### src/rtl/hazard_pkg.sv
// Shared definitions for the register hazard scoreboard: FSM states,
// pending-count width, register-file size and the effective-busy helper.
package hazard_pkg;

    localparam int unsigned CNT_W     = 2;
    localparam int unsigned NUM_REGS  = 32;
    localparam int unsigned REG_IDX_W = 5;
    localparam int unsigned FCNT_W    = 2;

    localparam logic [CNT_W-1:0] CNT_MAX = '1;

    typedef enum logic [0:0] {
        RUN   = 1'b0,
        FLUSH = 1'b1
    } fsm_state_t;

    // A register is still unsafe to read if writes remain pending after
    // discounting the one landing in the register file this cycle.
    function automatic logic eff_busy(input logic [CNT_W-1:0] cnt, input logic wb_hit);
        return (cnt > CNT_W'(1)) || ((cnt == CNT_W'(1)) && !wb_hit);
    endfunction

endpackage

### src/rtl/sb_counter.sv
// Per-register pending-write counter: 2-bit saturating up/down counter.
// Ports:
//   clk, rst   - clock, synchronous active-high reset
//   inc, dec   - increment / decrement requests (both together cancel)
//   count      - registered pending count
//   err_c      - combinational pulse when an inc/dec hits saturation
module sb_counter
    import hazard_pkg::*;
(
    input  logic             clk,
    input  logic             rst,
    input  logic             inc,
    input  logic             dec,
    output logic [CNT_W-1:0] count,
    output logic             err_c
);

    logic [CNT_W-1:0] count_nxt;

    // Saturating next-count; saturation is flagged instead of wrapping.
    always_comb begin
        count_nxt = count;
        err_c     = 1'b0;
        if (inc && !dec) begin
            if (count == CNT_MAX) err_c = 1'b1;
            else                  count_nxt = count + CNT_W'(1);
        end else if (dec && !inc) begin
            if (count == '0)      err_c = 1'b1;
            else                  count_nxt = count - CNT_W'(1);
        end
    end

    always_ff @(posedge clk) begin
        if (rst) count <= '0;
        else     count <= count_nxt;
    end

endmodule

### src/rtl/hazard_scoreboard.sv
// Register hazard scoreboard for a 5-stage pipeline: tracks pending writes
// per register, stalls ID on read-after-write hazards and squashes issue
// after a taken branch.
// Optional feature macro: HAZARD_STATS_EN adds stall_cnt / flush_cnt.
// Ports:
//   clk, rst               - clock, synchronous active-high reset
//   src1_id, src2_id       - source registers of the instruction in ID
//   src2_used_id           - src2 is actually read
//   dest_id, wb_en_id      - destination / write enable of the ID instruction
//   dest_wb, wb_en_wb      - register-file write this cycle
//   branch_taken_exe       - taken branch resolved in EXE
//   freeze, bubble, flush_if - pipeline control (combinational)
//   busy_vec               - registers with pending writes
//   sb_err                 - sticky counter saturation flag
//   stall_cnt, flush_cnt   - (HAZARD_STATS_EN) saturating event counters
module hazard_scoreboard
    import hazard_pkg::*;
#(
    parameter int unsigned FLUSH_CYCLES = 1
) (
    input  logic                 clk,
    input  logic                 rst,
    input  logic [REG_IDX_W-1:0] src1_id,
    input  logic [REG_IDX_W-1:0] src2_id,
    input  logic                 src2_used_id,
    input  logic [REG_IDX_W-1:0] dest_id,
    input  logic                 wb_en_id,
    input  logic [REG_IDX_W-1:0] dest_wb,
    input  logic                 wb_en_wb,
    input  logic                 branch_taken_exe,
    output logic                 freeze,
    output logic                 bubble,
    output logic                 flush_if,
    output logic [NUM_REGS-1:0]  busy_vec,
    output logic                 sb_err
`ifdef HAZARD_STATS_EN
    ,
    output logic [31:0]          stall_cnt,
    output logic [31:0]          flush_cnt
`endif
);

    fsm_state_t          state, next_state;
    logic [FCNT_W-1:0]   fcnt, fcnt_nxt;

    logic [NUM_REGS-1:0][CNT_W-1:0] cnt;
    logic [NUM_REGS-1:0] inc_v, dec_v, err_v, eff_v;
    logic                issue;
    logic                hazard;

    assign issue = !rst && !freeze && !bubble;

    // Register 0 is hardwired: never counted, never busy.
    assign cnt[0]   = '0;
    assign inc_v[0] = 1'b0;
    assign dec_v[0] = 1'b0;
    assign err_v[0] = 1'b0;
    assign eff_v[0] = 1'b0;

    for (genvar r = 1; r < NUM_REGS; r++) begin : g_cnt
        logic wb_hit;
        assign wb_hit   = wb_en_wb && (dest_wb == REG_IDX_W'(r));
        assign inc_v[r] = issue && wb_en_id && (dest_id == REG_IDX_W'(r));
        assign dec_v[r] = !rst && wb_hit;
        assign eff_v[r] = eff_busy(cnt[r], wb_hit);

        sb_counter u_cnt (
            .clk   (clk),
            .rst   (rst),
            .inc   (inc_v[r]),
            .dec   (dec_v[r]),
            .count (cnt[r]),
            .err_c (err_v[r])
        );
    end

    assign hazard = eff_v[src1_id] || (src2_used_id && eff_v[src2_id]);

    always_comb begin
        for (int i = 0; i < NUM_REGS; i++) begin
            busy_vec[i] = !rst && (cnt[i] != '0);
        end
    end

    // State register
    always_ff @(posedge clk) begin
        if (rst) begin
            state <= RUN;
            fcnt  <= '0;
        end else begin
            state <= next_state;
            fcnt  <= fcnt_nxt;
        end
    end

    // Next state: fcnt holds FLUSH cycles still to come; the branch cycle
    // itself is the first squashed cycle, so a 1-cycle flush never enters FLUSH.
    always_comb begin
        next_state = state;
        fcnt_nxt   = fcnt;
        if (branch_taken_exe) begin
            fcnt_nxt   = FCNT_W'(FLUSH_CYCLES - 1);
            next_state = (FLUSH_CYCLES > 1) ? FLUSH : RUN;
        end else if (state == FLUSH) begin
            fcnt_nxt = fcnt - FCNT_W'(1);
            if (fcnt == FCNT_W'(1)) next_state = RUN;
        end
    end

    // Outputs: branch squash has priority over hazard stall.
    always_comb begin
        freeze   = 1'b0;
        bubble   = 1'b0;
        flush_if = 1'b0;
        if (!rst) begin
            if (branch_taken_exe || (state == FLUSH)) begin
                flush_if = 1'b1;
                bubble   = 1'b1;
            end else begin
                freeze = hazard;
                bubble = hazard;
            end
        end
    end

    always_ff @(posedge clk) begin
        if (rst)         sb_err <= 1'b0;
        else if (|err_v) sb_err <= 1'b1;
    end

`ifdef HAZARD_STATS_EN
    always_ff @(posedge clk) begin
        if (rst) begin
            stall_cnt <= '0;
            flush_cnt <= '0;
        end else begin
            if (freeze && (stall_cnt != '1))   stall_cnt <= stall_cnt + 32'd1;
            if (flush_if && (flush_cnt != '1)) flush_cnt <= flush_cnt + 32'd1;
        end
    end
`endif

endmodule

### config.mk
export PLATFORM = sky130hd
export DESIGN_NAME = hazard_scoreboard
export DESIGN_NICKNAME = d
export VERILOG_FILES = /design/src/rtl/hazard_pkg.sv /design/src/rtl/sb_counter.sv /design/src/rtl/hazard_scoreboard.sv
export SDC_FILE = /design/constraint.sdc
export NUM_CORES = 1
export LEC_CHECK = 0
export BUFFER_PORTS_ARGS = -buffer_cell sky130_fd_sc_hd__buf_2
export CORE_MARGIN = 3
export CORE_UTILIZATION = 30
export CTS_BUF_LIST = sky130_fd_sc_hd__clkbuf_16
export CTS_CLUSTER_SIZE = 16
export DETAILED_ROUTE_END_ITERATION = 10
export GPL_ROUTABILITY_DRIVEN = 0
export GPL_TIMING_DRIVEN = 0
export PLACE_DENSITY = 0.57
export REMOVE_ABC_BUFFERS = 1
export SYNTH_ARGS = -nofsm -noshare
export SYNTH_HDL_FRONTEND = slang
export SYNTH_SLANG_ARGS = --single-unit
### constraint.sdc
create_clock -name clk -period 3.2 [get_ports clk]
set_input_delay 0.48 -clock clk [delete_from_list [all_inputs] [get_ports clk]]
set_output_delay 0.48 -clock clk [all_outputs]
set_load 0.01 [all_outputs]
# After elaboration in Yosys (flattened, before gate mapping)
# Cells that the tools add are included.
[word_totals] register_bits=66 out_inout_bits=36
[classes] add_sub_neg=63 order_cmp=33 eq_ne=187 mux=259 bitwise=1 n_reduce_logical=477
[op_table] cell="2-to-1 mux 2 bit" count=124
[op_table] cell="logical AND 1 bit" count=221
[op_table] cell="equality test 5 bit, second input constant" count=32
[op_table] cell="2-to-1 mux 1 bit" count=133
[op_table] cell="nonzero test 2 bit" count=62
[op_table] cell="zero test 1 bit" count=96
[op_table] cell="AND reduction 3 bit" count=31
[op_table] cell="equality test 5 x 4 -> 1 bit, second input constant" count=16
[op_table] cell="equality test 2 x 1 -> 1 bit, second input constant" count=32
[op_table] cell="subtractor 2 x 1 -> 2 bit, second input constant" count=32
[op_table] cell="adder 2 x 1 -> 2 bit, second input constant" count=31
[op_table] cell="equality test 2 bit, second input constant" count=31
[op_table] cell="> comparator 2 x 1 -> 1 bit, second input constant" count=31
[op_table] cell="zero test 2 bit" count=31
[op_table] cell="!= test 2 x 1 -> 1 bit, second input constant" count=31
[op_table] cell="!= test 2 bit, second input constant" count=31
[op_table] cell="equality test 5 x 3 -> 1 bit, second input constant" count=8
[op_table] cell="logical OR 1 bit" count=33
[op_table] cell="OR reduction 31 bit" count=1
[op_table] cell="equality test 5 x 2 -> 1 bit, second input constant" count=4
[op_table] cell="less-than comparator 5 x 6 -> 1 bit, second input constant" count=2
[op_table] cell="binary-select mux 1 bit (select 5 bit)" count=2
[op_table] cell="equality test 5 x 1 -> 1 bit, second input constant" count=2
[op_table] cell="OR reduction 3 bit" count=1
[op_table] cell="2 further kinds" count=2

# Logic depth before layout (Yosys ltp)
# Gate-level depths: netlist of run 1.
[logic_depth] word_depth=21 ltp_mapped=15 ltp_nobuf=12

# Modules after synthesis
# A second synthesis of run 1 with hierarchy kept.
[unflattened] hier_cells=925 area_unflattened_um2=6981.7
[by_module_without_submodules] module="sb_counter" n_inst=31 cells_per_inst=17 area_each_um2=152.6 seq_area_each_um2=40.0
[by_module_without_submodules] module="hazard_scoreboard" n_inst=1 cells_per_inst=398 area_each_um2=2249.7 seq_area_each_um2=80.1

# Worst setup path before layout of run 1
# No wires, ideal clock.
[synth_timing] path_kind="input to register" from="input port wb_en_wb" to="register sb_err" arrival_time_ps=3050 required_ps=3053 path_slack_ps=2 stages=12 n_path_buf=2 path_cell_list="buf_2 and4bb_4 a31oi_4 o22ai_1 or3_1 and4_4 o311ai_2 buf_6 nor4_1 a2111o_1 nor4_2 a41oi_1"
[synth_between] elab_chain_len=20 elab_cells_between_ends=388 classes_between="mux (70); reduce/logical (318)"
[synth_rtl] element="from (decl)" line="hazard_scoreboard.sv:29" text="input logic wb_en_wb,"
[synth_rtl] element="logical AND 1 bit" line="hazard_scoreboard.sv:62" text="assign wb_hit = wb_en_wb && (dest_wb == REG_IDX_W'(r));"
[synth_rtl] element="zero test 1 bit" line="hazard_pkg.sv:20" text="return (cnt > CNT_W'(1)) || ((cnt == CNT_W'(1)) && !wb_hit);"
[synth_rtl] element="logical AND 1 bit" line="hazard_pkg.sv:20"
[synth_rtl] element="logical OR 1 bit" line="hazard_pkg.sv:20"
[synth_rtl] element="binary-select mux 1 bit (select 5 bit)" line="hazard_scoreboard.sv:77" text="assign hazard = eff_v[src1_id] || (src2_used_id && eff_v[src2_id]);"
[synth_rtl] element="2-to-1 mux 1 bit (implied by the code)" line="hazard_scoreboard.sv:77"
[synth_rtl] element="logical AND 1 bit" line="hazard_scoreboard.sv:77"
[synth_rtl] element="logical OR 1 bit" line="hazard_scoreboard.sv:77"
[synth_rtl] element="(+2 left out)"
[synth_rtl] element="zero test 1 bit" line="hazard_scoreboard.sv:51" text="assign issue = !rst && !freeze && !bubble;"
[synth_rtl] element="logical AND 1 bit (2 in a row)" line="hazard_scoreboard.sv:51"
[synth_rtl] element="logical AND 1 bit (2 in a row)" line="hazard_scoreboard.sv:63" text="assign inc_v[r] = issue && wb_en_id && (dest_id == REG_IDX_W'(r));"
[synth_rtl] element="zero test 1 bit" line="sb_counter.sv:27" text="end else if (dec && !inc) begin"
[synth_rtl] element="logical AND 1 bit" line="sb_counter.sv:27"
[synth_rtl] element="2-to-1 mux 1 bit" line="sb_counter.sv:27"
[synth_rtl] element="2-to-1 mux 1 bit" line="sb_counter.sv:24" text="if (inc && !dec) begin"
[synth_rtl] element="OR reduction 31 bit (*)" line="hazard_scoreboard.sv:128" text="else if (|err_v) sb_err <= 1'b1;"
[synth_rtl] element="to (signal assigned)" line="hazard_scoreboard.sv:127" text="if (rst) sb_err <= 1'b0;"
[synth_rtl] element="to (signal assigned)" line="hazard_scoreboard.sv:128"
[synth_rtl] element="to (decl)" line="hazard_scoreboard.sv:35" text="output logic sb_err"
# Every way passes the cells marked *; elsewhere a longest branch is shown, timed or not. The select of a mux whose other input is x is not followed.
# A chain may end at the register's enable or synchronous reset.

# Final worst setup path of run 1
[layout_timing] from="input port dest_wb[2]" to="register sb_err"
[layout_between] elab_chain_len=21 elab_cells_between_ends=419 classes_between="eq/ne (31); mux (70); reduce/logical (318)"
[layout_rtl] element="from (decl)" line="hazard_scoreboard.sv:28" text="input logic [REG_IDX_W-1:0] dest_wb,"
[layout_rtl] element="equality test 5 x 1 -> 1 bit (tied with other cells)" line="hazard_scoreboard.sv:62"
[layout_rtl] element="logical AND 1 bit" line="hazard_scoreboard.sv:62"
[layout_rtl] element="zero test 1 bit" line="hazard_pkg.sv:20"
[layout_rtl] element="logical AND 1 bit" line="hazard_pkg.sv:20"
[layout_rtl] element="logical OR 1 bit" line="hazard_pkg.sv:20"
[layout_rtl] element="binary-select mux 1 bit (select 5 bit)" line="hazard_scoreboard.sv:77"
[layout_rtl] element="2-to-1 mux 1 bit (implied by the code)" line="hazard_scoreboard.sv:77"
[layout_rtl] element="logical AND 1 bit" line="hazard_scoreboard.sv:77"
[layout_rtl] element="(+3 left out)"
[layout_rtl] element="zero test 1 bit" line="hazard_scoreboard.sv:51"
[layout_rtl] element="logical AND 1 bit (2 in a row)" line="hazard_scoreboard.sv:51"
[layout_rtl] element="logical AND 1 bit (2 in a row)" line="hazard_scoreboard.sv:63"
[layout_rtl] element="zero test 1 bit" line="sb_counter.sv:27"
[layout_rtl] element="logical AND 1 bit" line="sb_counter.sv:27"
[layout_rtl] element="2-to-1 mux 1 bit" line="sb_counter.sv:27"
[layout_rtl] element="2-to-1 mux 1 bit" line="sb_counter.sv:24"
[layout_rtl] element="OR reduction 31 bit (*)" line="hazard_scoreboard.sv:128"
# Marked as above.

==> run metrics, run 1 <==
first-pass GRT wire length 47100 um; asr flop ratio synth 0%; Initial Utilization 30.9%; Slew @ Worst Pin 919 ps; Hold Vio Cnt, Final 0; Post-Route Skew 12.2 ps; DR iter-0 viols 968; final worst path period share 107%; MaxCap Viol Count 0; Max-Slew Margin vs Limit 38.5%; synthesized area per cell 7.18 um2; die area 0.0283 mm2; Die W 168 um; CP required 3410 ps; Distinct cells, synth 85; overall routed net length 32100 um; vias in the first global route 8192; final setup violation count 3; total clock sinks 66; Max Fanout on Critical Path 12; Post-synth EDFFs 0; via/cell ratio 5.97; GRT overflow 0; Seq/Total Area, Yosys 16.7%; highest-count cells in the layout ignoring fill and taps nor2_1 (167), nand2_1 (87), ha_1 (81); Clock Path Buffers 2; failing checks setup timing; Synth area leaders dfxtp_1 (17%), ha_1 (15%), nor2_1 (8.6%), a31oi_1 (4.4%), nand2_1 (4.2%); Post-Synthesis Cell Area 0.00789 mm2; min Tclk post-route 3440 ps; crit path buf inv count 4; Post-Route Setup TNS -489 ps; vias post-DR 8904; First-pass DRT Iterations 6; status finished, violations left; unrepaired setup endpoints after global routing true; fmax 291 MHz; drt wl/cell 21.5 um; Seq cells post-synth 66; Pins Over Slew Limit 0; IO Pins 62; Buffers on Ports 60; cell taking the most area after synthesis dfxtp_1; Worst Hold Class input pin to flop; Place WS -1720 ps; power per cell area 245 mW/mm2; CP top delay family compound AO/OA/AOI/OAI gates; Die Height 168 um; share of cells above drive strength 1 24.7%; Critical Path Start Type input pin; DPL Wire Length 22300 um; Syn Inst Count 1099; Total Power 2.47 mW; YS warnings 0; maximum vdd drop 0.000224 V; antenna violations before repair 4; Total Routing Usage GR 21.1%; Worst Setup Path Type input pin to flop; Syn-to-layout area delta 27.6%; residual DRC count 0; Root Driver clkbuf_16; Reg clk slew, reported paths 60 ps; top-area cell type share of the netlist area 16.7%; CTS Buf Count 9; post-route ant nets 0; Post-synth top flop dfxtp_1; critical path arrival 3650 ps; CP max-delay cell a31oi_2; worst setup margin -237 ps; cell leakage power 3.63 nW; H-tree depth 3; row count 58; hold_buf cts 0; Fillers 2642; cells along the critical path buf_6 -> and4b_2 -> a31oi_2 -> o22ai_2 -> nor4b_4 -> nor4_4 -> o311ai_4 -> buf_6 -> buf_16 -> buf_8 -> mux2i_1 -> a2111o_1 -> nor4_4 -> a41oi_1; final net count 1277; CTS tree built; Worst path max stage delay 370 ps; endpoint class of the critical path flop; commonest non-fill, non-tap cell in the layout nor2_1; Core Util, Final 39.4%; Worst-Skew Late Latency 360 ps; pin count of the biggest net entering global routing 56; Core ar. 0.0255 mm2
per-layer routing:
metal	GRT usage, %	vias up	part of all wire [%]
met1	27.7	4209	41
met4	8.96	8	4.7
met5	0	-	0.42
li1	-	4080	-
met2	31.1	493	42
met3	7.87	114	11
report_power, final:
group	internal, mW	switching (mW)	leakage [nW]
Sequential	0.822	0.00821	0.546
Combinational	0.228	0.405	2.94
Clock	0.589	0.419	0.145
Total	1.64	0.832	3.63
cells by family after synthesis:
logic type / count (synthesis) / share of synthesized area (%)
adders and majority gates: 94 / 14.9
xor gates and xnor gates: 34 / 3.77
DFF: 66 / 16.7
and+or+nand+nor: 474 / 30.2
AOI/OAI and AO/OA: 252 / 22.1
buffers and inverters: 144 / 7.80
other: 1 / 0.0475
muxes: 34 / 4.41
through the flow:
stage / hold slack (ps) / instances / instance area [um2]
final: 374 / 1492 / 10100
after global routing: 384 / 1492 / 10100
after CTS: 358 / 1484 / 9500
after floorplan: 480 / 1038 / 7590
after detailed placement: 516 / 1433 / 8420
after global placement: 518 / 1428 / 8300
timing repair:
action | 4_1_cts | 5_1_grt
endpoints found under the hold margin | 0 | 0
setup buffers | 33 | 6
setup endpoints to repair | 65 | 57
resized for setup | 125 | 102
pin swaps | 29 | 25
gates cloned | 3 | 2
flip-flops by register name, summed over array words and instances (netlist names):
name / flops
fcnt: 2
g_cnt.u_cnt.count: 62
sb_err: 1
state: 1
layout make-up:
type	count	area [um2]	area share (%)
sequential	66	1370	13.6
clock buffer	9	225	2.24
inverter	83	317	3.14
antenna	1	2.50	0.0249
tap	330	413	4.10
timing repair buffer	106	851	8.45
clock inverter	6	51.3	0.509
multi-input combinational	891	6840	68.0
cell usage after synthesis (8+ instances only):
cell      instances
nand2_1          89
o211ai_1         13
nor3_1           28
a31oi_1          56
o21ai_0          18
clkbuf_1         33
dfxtp_1          66
mux2i_1          28
nor4_1           22
nand2b_1         18
inv_1            83
a21oi_1          63
nor2b_1          15
o22ai_1          10
xnor2_1          33
or3_1            11
and2_1           11
ha_1             94
o221ai_1         14
nor2_1          181
buf_4             8
nand3_1          34
buf_2            12
final timing paths:
path,start,end,slack [ps],depth (start not counted)
setup / recovery,dest_wb[2],sb_err,-240,14
hold / removal,branch_taken_exe,fcnt[0],370,2
setup reg to reg,g_cnt[27].u_cnt.count[1],sb_err,-200,15
hold reg to reg,g_cnt[31].u_cnt.count[1],g_cnt[31].u_cnt.count[1],510,2
Power figures use the tool's default switching activity.
==> inputs of run 2 (changes only) <==
PLACE_DENSITY = 0.52   (was 0.57)
==> run metrics, run 2 (synthesized netlist as in run 1, its figures left out) <==
ant diodes 0 (was 1); pin count of the biggest net entering global routing 73 (was 56); residual DRC count 0 (unchanged); post-route ant nets 0 (unchanged); Die W 168 um (unchanged); worst r2r src g_cnt[31].u_cnt.count[1] (was g_cnt[27].u_cnt.count[1]); Buffers on Ports 60 (unchanged); Cells on Worst Hold Path 2 (unchanged); unrepaired setup endpoints after global routing true (unchanged); row count 58 (unchanged); First-pass DRT Iterations 5 (was 6); Total Routing Usage GR 21.8% (was 21.1%); highest-count cells in the layout ignoring fill and taps nor2_1 (162), nand2_1 (86), ha_1 (78) (was nor2_1 (167), nand2_1 (87), ha_1 (81)); Die Height 168 um (unchanged); final worst path period share 105% (was 107%); Slew @ Worst Pin 1080 ps (was 919 ps); overall routed net length 32400 um (was 32100 um); Max Fanout on Critical Path 12 (unchanged); Worst Setup Path Type input pin to flop (unchanged); commonest non-fill, non-tap cell in the layout nor2_1 (unchanged); min Tclk post-route 3360 ps (was 3440 ps); Max-Slew Margin vs Limit 27.7% (was 38.5%); CP required 3420 ps (was 3410 ps); H-tree depth 3 (unchanged); first-pass GRT wire length 48700 um (was 47100 um); endpoint class of the critical path flop (unchanged); CTS tree built (unchanged); vias post-DR 8806 (was 8904); status finished, violations left (unchanged); internal reg-to-reg setup slack -160 ps (was -200 ps); hold_ws 368 ps (was 374 ps); Worst Hold Path EP state (was fcnt[0]); IO Pins 62 (unchanged); Syn-to-layout area delta 33.2% (was 27.6%); worst setup margin -157 ps (was -237 ps); Core ar. 0.0255 mm2 (unchanged); Post-Route Skew 10.1 ps (was 12.2 ps); Largest Register g_cnt.u_cnt.count (unchanged); fmax 298 MHz (was 291 MHz); biggest regs g_cnt.u_cnt.count x62, fcnt x2 (unchanged); share of cells above drive strength 1 29.5% (was 24.7%); CTS Buf Count 9 (unchanged); GRT overflow 0 (unchanged); total clock sinks 66 (unchanged); Fillers 2645 (was 2642); Initial Utilization 30.9% (unchanged); Reg clk slew, reported paths 60 ps (about the same); max reg flops 62 (unchanged); critical path arrival 3580 ps (was 3650 ps); placed inst area 0.00842 mm2 (about the same); power per cell area 243 mW/mm2 (was 245 mW/mm2); reg-to-reg endpoint sb_err (unchanged); MaxCap Viol Count 0 (unchanged); antenna violations before repair 0 (was 4); Clock Path Buffers 2 (unchanged); Worst-Skew Late Latency 360 ps (about the same); maximum vdd drop 0.000231 V (was 0.000224 V); Critical Path Start Type input pin (unchanged); post-route cell area 0.0105 mm2 (was 0.0101 mm2); final net count 1305 (was 1277); DR iter-0 viols 796 (was 968); worst r2r path cells 15 (unchanged); cell leakage power 3.86 nW (was 3.63 nW); Worst Hold Class input pin to flop (unchanged); die area 0.0283 mm2 (unchanged); Hold Vio Cnt, Final 0 (unchanged); hold_buf cts 0 (unchanged); failing checks setup timing (unchanged); final setup violation count 5 (was 3); via/cell ratio 5.80 (was 5.97); vias in the first global route 8415 (was 8192); Pins Over Slew Limit 0 (unchanged); DPL Wire Length 22800 um (was 22300 um); hold path start branch_taken_exe (unchanged); Root Driver clkbuf_16 (unchanged); drt wl/cell 21.3 um (was 21.5 um)
run 2: changes by cell type in the layout (fill, tap and decap cells not counted), sizes merged:
cell      before  now
inv           85   83
nor2b         18   17
clkbuf        11   12
clkinvlp       0    2
buf          104  132
diode          1    0
run 2: layout make-up:
cell class              instances  area (um2)  area share, %
multi-input cells             890        6880           65.5
flip-flops and latches         66        1390           13.2
repair buffers                135        1220           11.6
well taps                     330         413           3.93
inverters                      83         327           3.11
clock buffers                   9         225           2.14
clock inverters                 6        58.8          0.559
run 2: critical path: stages:
cell,delay (ps)
buf_8,120
and4b_4,260
buf_12,140
a31oi_4,230
o22ai_2,150
nor4b_4,330
nor4_4,70
buf_4,150
o311ai_4,350
buf_8,160
buf_12,140
nor3_2,90
a2111o_1,460
nor4_4,240
a41oi_1,160
run 2: metal layers:
layer	up-vias	global-route usage [%]	share of wire, %
li1	4122	-	-
met1	4200	29.6	43
met2	400	34.2	44
met3	84	4.77	8.5
met4	0	7.61	4.1
met5	-	0	0
run 2: how the worst max path moves through the flow:
stage | from | endpoint | cells past startpoint
after floorplan | dest_wb[3] | g_cnt[10].u_cnt.count[1] | 10
after global placement | dest_wb[3] | sb_err | 11
after detailed placement | dest_wb[3] | sb_err | 12
after CTS | g_cnt[11].u_cnt.count[1] | sb_err | 14
after global routing | rst | sb_err | 12
final | dest_wb[2] | sb_err | 15
run 2: power by group:
part           internal (mW)  switching, mW
Combinational          0.270          0.409
Clock                  0.594          0.453
Sequential             0.818        0.00780
Total                   1.68          0.870
run 2: timing repair:
action | in CTS | in global routing
cloned | 2 | 2
setup buffers | 49 | 19
endpoints found under the setup margin | 65 | 57
pin swaps | 40 | 17
gates resized for setup | 177 | 107
run 2: per-stage QoR:
| step | worst slack (ps) | total power [mW] | std cells | utilization [%] | TNS (ps) |
|---|---|---|---|---|---|
| after floorplan | -909 | 1.05 | 1038 | - | -25020 |
| after global placement | -3370 | 1.23 | 1428 | 32.5 | -156660 |
| after detailed placement | -1840 | 1.27 | 1433 | 32.9 | -63620 |
| after CTS | -115 | 2.49 | 1499 | 38.7 | -304 |
| after global routing | -249 | 2.62 | 1519 | 41.2 | -4320 |
| final | -157 | 2.55 | 1519 | 41.2 | -349 |
==> inputs of run 3 (changes only) <==
CORE_ASPECT_RATIO = 0.6   (was default)
==> run metrics, run 3 (synthesized netlist as in run 1, its figures left out) <==
status finished, violations left (unchanged); failing checks setup timing (unchanged); post-route ant nets 0 (unchanged); Slew @ Worst Pin 1010 ps (was 1080 ps); endpoint class of the critical path flop (unchanged); Clock Power Share 39.9% (was 41.1%); CP Launch Point dest_wb[1] (was dest_wb[2]); Core ar. 0.0256 mm2 (was 0.0255 mm2); reg-to-reg endpoint sb_err (unchanged); Max-Slew Margin vs Limit 32.7% (was 27.7%); CP top delay family compound AO/OA/AOI/OAI gates (unchanged); Hold Vio Cnt, Final 0 (unchanged); final worst path period share 106% (was 105%); die area 0.0284 mm2 (was 0.0283 mm2); Reg area 0.00139 mm2 (about the same); DR iter-0 viols 1050 (was 796); cell leakage power 3.82 nW (was 3.86 nW); switch share 34.0% (was 34.1%); worst r2r src g_cnt[13].u_cnt.count[1] (was g_cnt[31].u_cnt.count[1]); internal power 1.68 mW (about the same); Logic pwr share 27.7% (was 26.6%); biggest regs g_cnt.u_cnt.count x62, fcnt x2 (unchanged); post-route cell area 0.0105 mm2 (about the same); Place WS -1780 ps (was -1840 ps); Cells on Worst Hold Path 2 (unchanged); Fillers 2668 (was 2645); critical path arrival 3630 ps (was 3580 ps); Syn-to-layout area delta 33.5% (was 33.2%); hold path start branch_taken_exe (unchanged); Buffers on Ports 60 (unchanged); cells along the critical path buf_12 -> nor4b_4 -> buf_4 -> a31oi_4 -> o311ai_2 -> or3_1 -> and4_4 -> o311a_4 -> buf_12 -> buf_12 -> a31oi_1 -> a2111oi_4 -> buf_4 -> o2111a_1 -> a41oi_2 (was buf_8 -> and4b_4 -> buf_12 -> a31oi_4 -> o22ai_2 -> nor4b_4 -> nor4_4 -> buf_4 -> o311ai_4 -> buf_8 -> buf_12 -> nor3_2 -> a2111o_1 -> nor4_4 -> a41oi_1); antenna violations before repair 1 (was 0); worst setup margin -193 ps (was -157 ps); maximum vdd drop 0.000223 V (was 0.000231 V); row count 45 (was 58); Flop pwr share 32.4% (was 32.3%); Worst Hold Class input pin to flop (unchanged); drt wl/cell 22.8 um (was 21.3 um); DPL Wire Length 24500 um (was 22800 um); first-pass GRT wire length 49700 um (was 48700 um); CP max-delay cell nor4b_4 (was a2111o_1); Critical Path Start Type input pin (unchanged); total clock sinks 66 (unchanged); vias in the first global route 8073 (was 8415); fmax 295 MHz (was 298 MHz); crit path buf inv count 5 (unchanged); residual DRC count 0 (unchanged); Pins Over Slew Limit 0 (unchanged); internal reg-to-reg setup slack -160 ps (about the same); Post-Place Cells 1456 (was 1433); Root Driver clkbuf_16 (unchanged); Worst path max stage delay 370 ps (was 460 ps); placed inst area 0.00844 mm2 (was 0.00842 mm2); CTS Buf Count 9 (unchanged); Reg clk slew, reported paths 60 ps (about the same); post-route insts no fill 1526 (was 1519); First-pass DRT Iterations 6 (was 5); MaxCap Viol Count 0 (unchanged); Worst Hold Path EP state (unchanged); Clock Path Buffers 2 (unchanged); H-tree depth 3 (unchanged); Die Height 132 um (was 168 um); CTS tree built (unchanged); pin count of the biggest net entering global routing 80 (was 73); Switch Pwr 0.866 mW (was 0.870 mW); highest-count cells in the layout ignoring fill and taps nor2_1 (165), nand2_1 (85), inv_1 (76), ha_1 (76) (was nor2_1 (162), nand2_1 (86), ha_1 (78)); worst r2r path cells 15 (unchanged); vias post-DR 8999 (was 8806); GRT overflow 0 (unchanged); hold_ws 345 ps (was 368 ps); IO Pins 62 (unchanged); CP required 3440 ps (was 3420 ps); area taken by multi-input logic gates 0.00703 mm2 (was 0.00688 mm2); Initial Utilization 30.9% (about the same); Die W 215 um (was 168 um); overall routed net length 34800 um (was 32400 um); Worst path most repeated cell buf_12; final net count 1290 (was 1305); max reg flops 62 (unchanged); commonest non-fill, non-tap cell in the layout nor2_1 (unchanged); Worst Setup Path Type input pin to flop (unchanged); Total Routing Usage GR 22.9% (was 21.8%); Worst-Skew Late Latency 370 ps (was 360 ps); Max Fanout on Critical Path 12 (unchanged); final setup violation count 23 (was 5); hold_buf cts 0 (unchanged); Largest Register g_cnt.u_cnt.count (unchanged); share of cells above drive strength 1 29.0% (was 29.5%); power per cell area 242 mW/mm2 (was 243 mW/mm2); Post-Route Skew 9.03 ps (was 10.1 ps); via/cell ratio 5.90 (was 5.80); unrepaired setup endpoints after global routing true (unchanged); min Tclk post-route 3390 ps (was 3360 ps)
## run 3: power by group through the flow
stage / sequential, mW / combinational [mW] / clock [mW]
CTS: 0.833 / 0.564 / 1.05
detailed placement: 0.852 / 0.415 / 0
finish: 0.825 / 0.704 / 1.02
global route: 0.825 / 0.722 / 1.07
floorplan: 0.850 / 0.196 / 0
global placement: 0.853 / 0.382 / 0
## run 3: worst max path at each step
| stage | end | slack (ps) | cells after the start |
|---|---|---|---|
| after detailed placement | sb_err | -1780 | 12 |
| after floorplan | g_cnt[10].u_cnt.count[1] | -910 | 10 |
| after global routing | sb_err | -260 | 15 |
| after global placement | sb_err | -3920 | 11 |
| after CTS | sb_err | -150 | 14 |
| final | sb_err | -190 | 15 |
## run 3: cell type report
type,count,share of cell area (%)
antenna,1,0.0238
clock buffer,9,2.14
clock inverter,5,0.451
inverter,83,3.00
multi-input combinational,890,66.7
sequential,66,13.2
tap,352,4.18
timing repair buffer,120,10.2
## run 3: stage by stage
step	setup TNS, ps	util, %	total power, mW
6_report	-1330	41.2	2.54
5_1_grt	-5220	41.2	2.62
4_1_cts	-581	37.3	2.45
3_5_place_dp	-78110	33.0	1.27
3_3_place_gp	-172050	32.6	1.23
2_1_floorplan	-25020	-	1.05
## run 3: worst reg2reg max path, cell delays in order (launching register included)
cell and delay (ps):
dfxtp_4 390, inv_2 70, ha_4 180, nor2_4 110, a311oi_1 80, o311ai_2 330, a211oi_2 100, o22ai_2 300
o311a_4 370, buf_12 160, buf_12 110, a31oi_1 150, a2111oi_4 340, buf_4 210, o2111a_1 220, a41oi_2 110
## run 3: what timing repair did
action	4_1_cts	5_1_grt
cloned	2	3
endpoints found under the setup margin	65	59
resized for setup	116	173
pin swaps	32	55
setup buffers	29	21
endpoints found under the hold margin	0	0
## run 3: per-layer routing
layer | up-vias | GRT usage [%] | routed length, um | share of wire [%]
met2 | 517 | 31.0 | 13800 | 40
met1 | 4319 | 31.9 | 15500 | 45
li1 | 4103 | - | - | -
met4 | 0 | 5.76 | 737 | 2.1
met3 | 60 | 11.2 | 4780 | 14
met5 | - | 0 | 0 | 0
